[src/rtl/fdt_pkg.sv]
// Shared types and constants for the FDT label-sequence decoder.
package fdt_pkg;

  localparam int HIST_W      = 16;
  localparam int LABEL_CNT_W = 5;

  typedef enum logic [1:0] {
    WARMUP = 2'd0,
    DOWN   = 2'd1,
    UP     = 2'd2
  } label_state_t;

  // Increment that sticks at all-ones instead of wrapping.
  function automatic logic [LABEL_CNT_W-1:0] sat_inc(input logic [LABEL_CNT_W-1:0] v);
    return (&v) ? v : v + LABEL_CNT_W'(1);
  endfunction

endpackage

[src/rtl/fdt_label_win.sv]
// Label history shift register with a variable-length window popcount.
// ones/zeros describe the history as it will be after the current sample.
module fdt_label_win
  import fdt_pkg::*;
#(
  parameter int HIST_W = 16
) (
  input  logic                   clk,
  input  logic                   rstn,
  input  logic                   soft_clr,
  input  logic                   sample_vld,
  input  logic                   sample,
  input  logic [3:0]             memseq_len,
  output logic [LABEL_CNT_W-1:0] ones,
  output logic [LABEL_CNT_W-1:0] zeros
);

  logic [HIST_W-1:0]      hist_reg;
  logic [HIST_W-1:0]      hist_next;
  logic [HIST_W-1:0]      win_mask;
  logic [HIST_W-1:0]      hist_masked;
  logic [LABEL_CNT_W-1:0] win_len;

  // The window covers the memseq_len+1 newest bits; kept combinational so a
  // length change applies to the very next sample without touching history.
  genvar gi;
  generate
    for (gi = 0; gi < HIST_W; gi++) begin : g_mask
      assign win_mask[gi] = (32'(gi) <= 32'(memseq_len));
    end
  endgenerate

  always_comb begin
    hist_next = hist_reg;
    if (soft_clr)
      hist_next = '0;
    else if (sample_vld)
      hist_next = {hist_reg[HIST_W-2:0], sample};
  end

  always_ff @(posedge clk or negedge rstn) begin
    if (!rstn)
      hist_reg <= '0;
    else
      hist_reg <= hist_next;
  end

  assign hist_masked = hist_next & win_mask;
  assign win_len     = LABEL_CNT_W'(memseq_len) + LABEL_CNT_W'(1);

  always_comb begin
    ones = '0;
    for (int i = 0; i < HIST_W; i++)
      ones = ones + LABEL_CNT_W'(hist_masked[i]);
  end

  assign zeros = win_len - ones;

endmodule

[src/rtl/fdt_label_seq_dec.sv]
// FDT label-sequence decoder: hysteresis FSM over window counts or run lengths.
// Optional event outputs (evt_up, evt_down, ro_fdt_up_cnt) under FDT_LABEL_EVT_EN.
module fdt_label_seq_dec
  import fdt_pkg::*;
#(
  parameter int HIST_W = 16
) (
  input  logic       clk,
  input  logic       rstn,
  input  logic       soft_clr,
  input  logic       dec_result,
  input  logic       dec_result_vld,
  input  logic       rg_label_seq_init_en,
  input  logic       rg_label_dec_mode,
  input  logic [4:0] rg_label_up_memcnt_th,
  input  logic [4:0] rg_label_dn_memcnt_th,
  input  logic [3:0] rg_label_memseq_len,
  output logic       ro_fdt_result_up,
  output logic       ro_fdt_result_down
`ifdef FDT_LABEL_EVT_EN
  ,
  output logic       evt_up,
  output logic       evt_down,
  output logic [7:0] ro_fdt_up_cnt
`endif
);

  logic                   accept;
  logic [LABEL_CNT_W-1:0] ones;
  logic [LABEL_CNT_W-1:0] zeros;
  logic [LABEL_CNT_W-1:0] run1_reg, run1_next;
  logic [LABEL_CNT_W-1:0] run0_reg, run0_next;
  logic [LABEL_CNT_W-1:0] wcnt_reg, wcnt_next;
  logic [LABEL_CNT_W-1:0] win_len;
  logic [LABEL_CNT_W-1:0] cnt_up;
  logic [LABEL_CNT_W-1:0] cnt_dn;
  logic                   up_cond;
  logic                   dn_cond;
  label_state_t           state_reg, state_next;
  logic                   up_reg;
  logic                   down_reg;

  assign accept = dec_result_vld & ~soft_clr;

  fdt_label_win #(
    .HIST_W(HIST_W)
  ) u_win (
    .clk        (clk),
    .rstn       (rstn),
    .soft_clr   (soft_clr),
    .sample_vld (dec_result_vld),
    .sample     (dec_result),
    .memseq_len (rg_label_memseq_len),
    .ones       (ones),
    .zeros      (zeros)
  );

  always_comb begin
    run1_next = run1_reg;
    run0_next = run0_reg;
    if (soft_clr) begin
      run1_next = '0;
      run0_next = '0;
    end else if (accept) begin
      if (dec_result) begin
        run1_next = sat_inc(run1_reg);
        run0_next = '0;
      end else begin
        run0_next = sat_inc(run0_reg);
        run1_next = '0;
      end
    end
  end

  // Both modes share the threshold compare; only the counted quantity differs.
  assign cnt_up  = rg_label_dec_mode ? run1_next : ones;
  assign cnt_dn  = rg_label_dec_mode ? run0_next : zeros;
  assign up_cond = (rg_label_up_memcnt_th != '0) && (cnt_up >= rg_label_up_memcnt_th);
  assign dn_cond = (rg_label_dn_memcnt_th != '0) && (cnt_dn >= rg_label_dn_memcnt_th);
  assign win_len = LABEL_CNT_W'(rg_label_memseq_len) + LABEL_CNT_W'(1);

  always_comb begin
    state_next = state_reg;
    wcnt_next  = wcnt_reg;
    if (soft_clr) begin
      state_next = rg_label_seq_init_en ? WARMUP : DOWN;
      wcnt_next  = '0;
    end else if (accept) begin
      case (state_reg)
        WARMUP: begin
          wcnt_next = wcnt_reg + LABEL_CNT_W'(1);
          if (wcnt_next == win_len)
            state_next = up_cond ? UP : DOWN;
        end
        DOWN:    if (up_cond) state_next = UP;
        UP:      if (dn_cond) state_next = DOWN;
        default: state_next = DOWN;
      endcase
    end
  end

  always_ff @(posedge clk or negedge rstn) begin
    if (!rstn) begin
      state_reg <= DOWN;
      run1_reg  <= '0;
      run0_reg  <= '0;
      wcnt_reg  <= '0;
      up_reg    <= 1'b0;
      down_reg  <= 1'b1;
    end else begin
      state_reg <= state_next;
      run1_reg  <= run1_next;
      run0_reg  <= run0_next;
      wcnt_reg  <= wcnt_next;
      up_reg    <= (state_next == UP);
      down_reg  <= (state_next == DOWN);
    end
  end

  assign ro_fdt_result_up   = up_reg;
  assign ro_fdt_result_down = down_reg;

`ifdef FDT_LABEL_EVT_EN
  logic       evt_up_reg;
  logic       evt_down_reg;
  logic [7:0] up_cnt_reg;
  logic       evt_up_next;
  logic       evt_down_next;

  assign evt_up_next   = accept && (state_next == UP) && (state_reg != UP);
  assign evt_down_next = accept && (state_reg == UP) && (state_next == DOWN);

  always_ff @(posedge clk or negedge rstn) begin
    if (!rstn) begin
      evt_up_reg   <= 1'b0;
      evt_down_reg <= 1'b0;
      up_cnt_reg   <= '0;
    end else if (soft_clr) begin
      evt_up_reg   <= 1'b0;
      evt_down_reg <= 1'b0;
      up_cnt_reg   <= '0;
    end else begin
      evt_up_reg   <= evt_up_next;
      evt_down_reg <= evt_down_next;
      if (evt_up_next && (up_cnt_reg != 8'hff))
        up_cnt_reg <= up_cnt_reg + 8'd1;
    end
  end

  assign evt_up        = evt_up_reg;
  assign evt_down      = evt_down_reg;
  assign ro_fdt_up_cnt = up_cnt_reg;
`endif

endmodule

[config.mk]
export PLATFORM = sky130hd
export DESIGN_NAME = fdt_label_seq_dec
export DESIGN_NICKNAME = d
export VERILOG_FILES = /design/src/rtl/fdt_pkg.sv /design/src/rtl/fdt_label_win.sv /design/src/rtl/fdt_label_seq_dec.sv
export SDC_FILE = /design/constraint.sdc
export NUM_CORES = 1
export LEC_CHECK = 0
export BUFFER_PORTS_ARGS = -buffer_cell sky130_fd_sc_hd__buf_2
export CAP_MARGIN = 10
export CORE_UTILIZATION = 55
export CTS_CLUSTER_DIAMETER = 30
export CTS_CLUSTER_SIZE = 40
export DETAILED_ROUTE_END_ITERATION = 16
export PLACE_DENSITY = 0.79
export SETUP_SLACK_MARGIN = 0.02
export SYNTH_ARGS = -nofsm -noshare
export SYNTH_HDL_FRONTEND = slang
export SYNTH_SLANG_ARGS = --single-unit
[constraint.sdc]
create_clock -name clk -period 6.3 [get_ports clk]
set_input_delay 0.315 -clock clk [delete_from_list [all_inputs] [get_ports clk]]
set_output_delay 0.315 -clock clk [all_outputs]
set_load 0.005 [all_outputs]
==> results_dict.tcl <==
set metrics [dict create \
    synth_commonest_cells "dfrtp_1, nor2_1, inv_1" \
    clk_pin_slew_ns 0.08 \
    wl_um 6683 \
    synth_edf_count 0 \
    wl_per_cell_um 16.18 \
    rsz0062_at_grt "yes" \
    worst_slack_ns -0.001863 \
    grt_max_degree 36 \
    drive_gt1_share_pct 22.45 \
    critical_path_class "reg -> reg" \
    ant_nets 0 \
    dp_slack_ns -0.2456 \
    worst_slew_pin_slew_ns 0.8023 \
    violations "negative setup slack" \
    arrival_ns 6.53 \
    clock_sink_count 35 \
    clk_latency_ns 0.30 \
    cts_max_path_buffers 2 \
    numPortBuffers 22 \
    gp_congestion 0.8102 \
    setup_viol 1 \
    via_count 2375 \
    p_leak_uw 0.001604 \
    slowest_delay_ns 0.54 \
    seq_area_frac_synth_pct 30.28 \
    ir_worst_vdd_mv 0.1183 \
    utilization_pct 65.97 \
    grt_first_pass_wirelength_um 10490 \
    powerDensity_mw_per_mm2 170.3 \
    fin_crit_ns 6.302 \
    cts_htree_levels 2 \
    fin_skew_ns 0.009752 \
    final_nets 401 \
    ios 23 \
    chipHeight_um 74.62 \
    slew_headroom_pct 46.51 \
    yosysTopAreaCellShare_pct 28.47 \
    hold_violations 0 \
    die_w_um 74.62 \
    reg2reg_from "u_win.hist_reg[0]" \
    diodes 0 \
    numCtsBuffers 5 \
    grt_use_total_pct 25.52 \
    synth_area_leaders "dfrtp_1, ha_1, fa_1" \
    overflow 0 \
    ys_warn_count 0 \
    hp-class "in -> async" \
    drv_cap 0 \
    startpoint_type "register" \
    fillerInstances 422 \
    r2r_slack_ns -0.002 \
    crit_path_max_fanout 3 \
    ys_ff_latch 35 \
    crit_path_frequent_cell "fa_1" \
    outcome "finished with violations" \
    via_per_inst 5.751 \
    dieArea_mm2 0.005567 \
    yosysUniqueCellTypes 53 \
    slew_viol_final 0 \
    postSynthAreaPerCell_um2 9.386 \
    drt_pass1_iterations 5 \
    synth_ff_type "dfrtp_1" \
    fmax_ghz 0.1587 \
    finalCritPeriodShare_pct 100.0 \
    crit_path_start "u_win.hist_reg[0]" \
    crit_family "adder cells" \
    cts_tree "yes" \
    crit_chain "mux2i_2 > nor3_2 > ha_1 > inv_1 > fa_1 > fa_1 > fa_1 > inv_1 > fa_1 > fa_2 > inv_2 > fa_2 > fa_2 > a21o_1 > a21oi_2 > xnor2_1 > o21ai_1 > ha_2 > or4_4 > a21oi_4 > o31a_1 > o21ba_4 > a211oi_2" \
    cp_data_required_time_ns 6.52 \
    synth_fp_nets 367 \
    largest_reg_flops 16 \
    critPathBufInv 3 \
    antenna_found_initial 0 \
    row_count 26 \
    synth_top_area_cell "dfrtp_1" \
    initial_core_util_pct 56.79 \
    cts_root_buffer "clkbuf_8" \
    yosysMostFrequentCell "dfrtp_1" \
    grt_pass1_vias 2345 \
    syn_to_final_growth_pct 16.18 \
    hpwlAfterDp_um 4827 \
    drt_iter0_drc 106 \
    drc 0 \
    slowest_stage "fa_1" \
    reg2reg_depth 23 \
    end_kind "register" \
    reg2reg_to "ro_fdt_result_up" \
    syn_area_mm2 0.002900 \
    postSynth.asyncResetShare_pct 100.0 \
    core-area_mm2 0.005107 \
    synthCells 309 \
]
## kinds of logic (layout without fill, tap and decap cells)
family	after synthesis	after routing	synth area share (%)
AO/OA/AOI/OAI	72	72	16.91
AND/OR/NAND/NOR	81	81	14.02
flip-flops	35	35	30.28
XOR/XNOR	18	18	5.695
multiplexers	23	23	8.067
buffers and inverters	43	77	6.213
adder cells (fa/ha/maj)	37	37	18.81
## cells in the final DEF, fill, tap and decap left out, types with 3 or more instances in the layout
master / count
clkbuf_8: 5
o211ai_1: 3
or3_1: 3
buf_2: 22
nor4_1: 3
a211oi_1: 5
nor3_1: 3
nand3_1: 6
a31oi_1: 3
and2_1: 3
ha_1: 23
xnor2_1: 7
fa_1: 8
o21ai_0: 8
xor2_1: 10
a21o_1: 6
nor2b_1: 9
a211oi_2: 3
nand4_1: 3
nor2_1: 28
a21oi_1: 13
buf_4: 21
o21a_1: 4
nand2_1: 13
fa_2: 3
mux2i_1: 19
inv_1: 26
o21ai_1: 5
dfrtp_1: 33
## worst reg2reg max path, delay by kind of cell (launching register included)
kind | cells | cell delay [ns]
buf+inv | 3 | 0.18
xor+xnor | 1 | 0.15
fa+ha+maj | 9 | 3.68
flops | 1 | 0.40
compound gates | 7 | 1.12
mux | 1 | 0.23
simple gates | 2 | 0.49
## timing repair
| item | in CTS | in global routing |
|---|---|---|
| hold buffers | 0 | 0 |
| pin swaps | 0 | 4 |
| buffers inserted | 0 | 1 |
| endpoints found under the setup margin | 3 | 4 |
| resized for setup | 3 | 9 |
| endpoints found under the hold margin | 0 | 0 |
## per-layer routing
metal | routed length (um) | up-vias | GRT usage [%]
li1 | - | 1149 | -
met2 | 3267 | 69 | 41.04
met4 | 206 | 0 | 15.51
met5 | 0 | - | 0
met3 | 279 | 22 | 5.489
met1 | 2930 | 1135 | 31.51
## through the flow
stage | std cells | hold WS (ns) | setup TNS (ns) | instance area [um^2] | power (uW)
after detailed placement | 405 | 0.4549 | -0.8864 | 3191 | 359.6
after global routing | 413 | 0.1745 | -0.8647 | 3369 | 601.8
final | 413 | 0.09574 | -0.001863 | 3369 | 573.9
after CTS | 412 | 0.1322 | 0 | 3307 | 566.1
after floorplan | 309 | 0.01941 | 0 | 2948 | 322.9
after global placement | 405 | 0.4390 | -0.1503 | 3191 | 354.5
## worst max-delay path by stage
stage / cells after the start / slack [ns] / endpoint
after floorplan: 25 / 0.03 / ro_fdt_result_up
final: 23 / -0.002 / ro_fdt_result_up
after CTS: 23 / 0.03 / ro_fdt_result_down
after global placement: 23 / -0.05 / ro_fdt_result_down
after global routing: 23 / -0.24 / ro_fdt_result_up
after detailed placement: 24 / -0.25 / ro_fdt_result_down
## report_power, final
group / internal (uW) / switching [uW] / leakage, uW
logic: 58.5 / 73.6 / 0.00108
clock network: 116 / 89.1 / 0.0000502
registers: 231 / 5.78 / 0.000478
total: 405 / 168 / 0.00160
## cell type report
cell class	count	area [um^2]	share of cell area, %
inverter	27	101.3	3.008
clock inverter	2	37.54	1.114
timing repair buffer	43	267.8	7.947
multi-input combinational	231	1928	57.22
clock buffer	5	68.82	2.042
sequential	35	878.3	26.07
tap	70	87.58	2.599
Power figures use the tool's default switching activity.
